File: src/rtl/param_mod_counter.sv
// Modulo-N up/down counter with clear, clamped load, terminal-count strobe and registered wrap pulse.
// Define PARAM_MOD_COUNTER_SAT_EN to make the counter saturate at its bounds instead of wrapping.
module param_mod_counter #(
  parameter int WIDTH     = 4,
  parameter int MODULO    = 16,
  parameter int RESET_VAL = 0
) (
  input  logic             clk,
  input  logic             reset,
  input  logic             en,
  input  logic             up,
  input  logic             clear,
  input  logic             load,
  input  logic [WIDTH-1:0] load_val,
  output logic [WIDTH-1:0] counter,
  output logic             tc,
  output logic             wrap
);

  localparam longint unsigned MOD_MAX = 64'd1 << WIDTH;
  localparam logic [WIDTH-1:0] TOP_VAL = WIDTH'(MODULO - 1);
  localparam logic [WIDTH-1:0] RST_VAL = WIDTH'(RESET_VAL);
  localparam logic [WIDTH:0]   MOD_EXT = (WIDTH + 1)'(MODULO);

  if (MODULO < 2) begin : g_mod_too_small
    $error("param_mod_counter: MODULO must be at least 2");
  end
  if (64'(MODULO) > MOD_MAX) begin : g_mod_too_large
    $error("param_mod_counter: MODULO must not exceed 2**WIDTH");
  end
  if (RESET_VAL < 0 || RESET_VAL >= MODULO) begin : g_bad_reset_val
    $error("param_mod_counter: RESET_VAL must lie in 0..MODULO-1");
  end

  logic [WIDTH-1:0] counter_q, counter_d;
  logic             wrap_q, wrap_d;
  logic             at_top, at_bot;

  assign at_top  = (counter_q == TOP_VAL);
  assign at_bot  = (counter_q == '0);
  // tc reflects the enabled bound regardless of clear/load on the same cycle.
  assign tc      = en & ((up & at_top) | (~up & at_bot));
  assign counter = counter_q;
  assign wrap    = wrap_q;

`ifdef PARAM_MOD_COUNTER_SAT_EN
  // Remembers that the bound was already hit so wrap pulses only once per hold.
  logic sat_q, sat_d;
`endif

  always_comb begin
    counter_d = counter_q;
    wrap_d    = 1'b0;
`ifdef PARAM_MOD_COUNTER_SAT_EN
    sat_d     = 1'b0;
`endif
    if (clear) begin
      counter_d = '0;
    end else if (load) begin
      counter_d = ({1'b0, load_val} >= MOD_EXT) ? TOP_VAL : load_val;
    end else if (en) begin
      if (tc) begin
`ifdef PARAM_MOD_COUNTER_SAT_EN
        counter_d = counter_q;
        wrap_d    = ~sat_q;
        sat_d     = 1'b1;
`else
        counter_d = up ? '0 : TOP_VAL;
        wrap_d    = 1'b1;
`endif
      end else begin
        counter_d = up ? (counter_q + 1'b1) : (counter_q - 1'b1);
      end
    end
  end

  always_ff @(posedge clk or negedge reset) begin
    if (!reset) begin
      counter_q <= RST_VAL;
      wrap_q    <= 1'b0;
    end else begin
      counter_q <= counter_d;
      wrap_q    <= wrap_d;
    end
  end

`ifdef PARAM_MOD_COUNTER_SAT_EN
  always_ff @(posedge clk or negedge reset) begin
    if (!reset) sat_q <= 1'b0;
    else        sat_q <= sat_d;
  end
`endif

endmodule

File: config.mk
export PLATFORM = sky130hd
export DESIGN_NAME = param_mod_counter
export DESIGN_NICKNAME = d
export VERILOG_FILES = /design/src/rtl/param_mod_counter.sv
export SDC_FILE = /design/constraint.sdc
export NUM_CORES = 1
export LEC_CHECK = 0
export ABC_CLOCK_PERIOD_IN_PS = 1700
export CAP_MARGIN = 20
export CORE_MARGIN = 4
export CORE_UTILIZATION = 29
export CTS_BUF_LIST = sky130_fd_sc_hd__clkbuf_16
export DETAILED_ROUTE_END_ITERATION = 7
export GPL_TIMING_DRIVEN = 0
export PLACE_DENSITY_LB_ADDON = 0.25
export SLEW_MARGIN = 20
export SYNTH_ARGS = -nofsm -noshare
export SYNTH_HDL_FRONTEND = slang
export SYNTH_SLANG_ARGS = --single-unit
File: constraint.sdc
create_clock -name clk -period 1.7 [get_ports clk]
set_clock_uncertainty 0.2 [all_clocks]
set_input_delay 0.17 -clock clk [delete_from_list [all_inputs] [get_ports clk]]
set_output_delay 0.17 -clock clk [all_outputs]
set_load 0.02 [all_outputs]
==> metrics.md <==
| Metric | Value |
|---|---|
| DR pass1 iterations | `4` |
| Pint | `0.542 mW` |
| Post-route ant nets | `0` |
| VDD IR max | `0.520 mV` |
| Pre-CTS WS | `-767 ps` |
| GR Util met1 | `0.147` |
| Area Growth Syn to Fin | `75.0%` |
| Hold WC Path Type | `in -> reg` |
| Initial Utilization | `0.322` |
| Max FO, Critical Path | `5` |
| Power share of the combinational group | `0.270` |
| Top-Level Pins | `16` |
| Final WS setup | `-149 ps` |
| Met3 Usage GRT | `0.0498` |
| Nets | `84` |
| WHS | `approximately 110 ps` |
| Clk slew on worst S/H paths | `30 ps` |
| Area after DPL | `593 sq um` |
| CP max stage delay | `between 400 and 500 ps` |
| Post-synthesis cell area | `440 sq um` |
| Sink Count | `5` |
| Setup slack, reg-to-reg | `-150 ps` |
| RR Startpoint | `counter[2]` |
| Final Hold Fails | `0` |
| Largest area contributor in the netlist | `dfrtp_1` |
| Final Setup Violations | `4` |
| Gr ovfl total | `0` |
| Post-DP HPWL | `764 microns` |
| Total GRT Usage | `0.121` |
| Fmax | `541 MHz` |
| Vias/cell | `4.99` |
| Critical path data arrival time | `1740 ps` |
| Startpoint Class | `flop` |
| CTS Buffer Depth | `2` |
| Die ar. | `0.00221 sq mm` |
| Drt total wl | `between 1000 and 1500 microns` |
| Seq cells post-synth | `5` |
| Leakage | `0.353 nW` |
| Hold Path Origin | `en` |
| Clk_lat worst skew | `roughly 230 ps` |
| P_sw | `0.170 mW` |
| Violated checks | `negative setup slack` |
| Pwr Density | `925 mW/mm^2` |
| Reg power frac | `0.200` |
| Share of cells above drive strength 1 | `0.371` |
| Worst EP required | `between 1500 and 2000 ps` |
| Yosys Warn Count | `0` |
| DR vias | `424` |
| Sequential share of the synthesized area | `0.284` |
| Port bufs | `13` |
| Max H-tree Level | `1` |
| Count of pins over their slew limit | `0` |
| Crit-path cells | `ha_1 > nand3_1 > and3b_1 > nor3_2 > xnor2_1 > a31oi_1` |
| Global-route wire length before repair | `1800 microns` |
| EDFF count, synth | `0` |
| Core area | `0.00137 sq mm` |
| Syn_nets | `60` |
| Rel. slew slack | `0.760` |
| CP Capture Type | `flop` |
| Cts bufs inserted | `3` |
| Gpl congestion | `0.720` |
| CP startpoint | `counter[2]` |
| Post-synth top cells | `a21oi_1 (7), dfrtp_1 (5), inv_1 (5)` |
| Die Height | `47.0 microns` |
| Gr busiest metal | `met2` |
| Met2 Use GR | `0.195` |
| Antenna fix cells | `0` |
| Post-route cell area | `771 sq um` |
| Max-cap violations | `0` |
| Root buf cell | `clkbuf_16` |
| Tmin final | `around 1800 ps` |
| Die width | `about 47 microns` |
| Outcome | `finished with violations` |
| Largest net degree at the start of global routing | `10` |
| Routed len/inst | `about 14 microns` |
| Switching Fraction | `0.239` |
| Ys async rst share | `1.00` |
| Clock power frac | `0.530` |
| RSZ-0062 raised after global routing | `yes` |
| Starting DRT DRC Count | `5` |
| DRC errors left | `0` |
| Initial antenna violation count | `0` |
| CP Class | `reg -> reg` |
| Syn_area_per_cell | `9.37 sq um` |
| Ranking of synthesized cells by area | `dfrtp_1 (28%), a21oi_1 (8.0%), bufbuf_16 (7.4%), ha_1 (5.7%), fa_1 (4.5%)` |
| Final Cycle Share | `1.09` |
| Synth unique cells | `27` |
| Synth Instances | `47` |
| Top-count cell post-synth | `a21oi_1` |
| Core Util, Final | `0.564` |
| Share of the synthesized area in the top cell type | `0.284` |
| Vias in the first global route | `about 400` |
| Worst Tran Pin Value | `approximately 360 ps` |
| Top_reg_cell synth | `dfrtp_1` |
| Slowest-stage cell, CP | `dfrtp_1` |
| CTS tree | `built` |
| Rows | `13` |
-- power groups by stage --
stage               combinational, mW  sequential, mW  clock, mW
floorplan                      0.0873           0.151          0
global placement                0.148           0.145          0
detailed placement              0.149           0.145          0
CTS                             0.172           0.143      0.387
global route                    0.211           0.144      0.394
finish                          0.193           0.142      0.378
-- repair_timing --
item	in CTS	in global routing
hold buffers	1	0
resized for setup	9	9
setup buffers	3	2
hold endpoints to repair	5	0
pin swaps	3	6
setup endpoints to repair	4	6
-- critical path, delay by kind of cell (launching register included) --
| family | cells | cell delay [ps] |
|---|---|---|
| compound gates | 1 | 100 |
| xor+xnor | 1 | 140 |
| fa+ha+maj | 1 | 380 |
| flops | 1 | 420 |
| simple gates | 3 | 480 |
-- final timing paths --
check,end,depth (start not counted)
min in group asynchronous,counter[1],2
max reg2reg,counter[3],6
min reg2reg,counter[3],2
min,counter[3],2
max in group asynchronous,counter[3],2
max,counter[3],6
-- cell families (layout without fill, tap and decap cells) --
kind of cell | after synthesis | in the layout | share of synthesized area
AND/OR/NAND/NOR | 16 | 16 | 0.230
XOR/XNOR | 2 | 2 | 0.0398
buffers and inverters | 7 | 30 | 0.125
adder cells (fa/ha/maj) | 3 | 3 | 0.102
flip-flops | 5 | 5 | 0.284
AO/OA/AOI/OAI | 14 | 14 | 0.219
-- placed cells by master, fill, tap and decap left out, types with 2 or more instances in the layout --
cell type        synthesis  layout
dfrtp_2                  0       3
buf_6                    0       2
nand3_1                  2       2
dfrtp_1                  5       2
clkbuf_16                0       3
nor2_1                   2       2
dlymetal6s2s_1           0       2
clkdlybuf4s50_1          0       9
buf_4                    0       3
inv_1                    5       4
ha_1                     2       2
a21oi_2                  0       3
nand2_1                  3       2
a21oi_1                  7       4
-- cell type report --
| type | count | area [sq um] |
|---|---|---|
| fillers | 133 | 596 |
| multi-input cells | 35 | 288 |
| repair buffers | 19 | 199 |
| flip-flops and latches | 5 | 129 |
| clock buffers | 3 | 75.1 |
| plain buffers | 2 | 36.3 |
| inverters | 5 | 21.3 |
| well taps | 15 | 18.8 |
| clock inverters | 1 | 3.75 |
-- state kept, by name, summed over array words and instances (netlist names) --
register / flops
wrap: 1
counter: 4
-- routing by layer --
layer	up-vias	wire, microns
li1	212	-
met1	196	444
met2	14	648
met4	0	10
met3	2	81
met5	-	0
-- through the flow --
stage / cells / total power, mW / setup TNS (ps)
6_report: 85 / 0.713 / -445
5_1_grt: 85 / 0.750 / -789
4_1_cts: 83 / 0.702 / -445
3_5_place_dp: 75 / 0.294 / -2120
3_3_place_gp: 75 / 0.292 / -2020
2_1_floorplan: 47 / 0.238 / -262
Note: power is estimated with default switching activity, not from simulation.
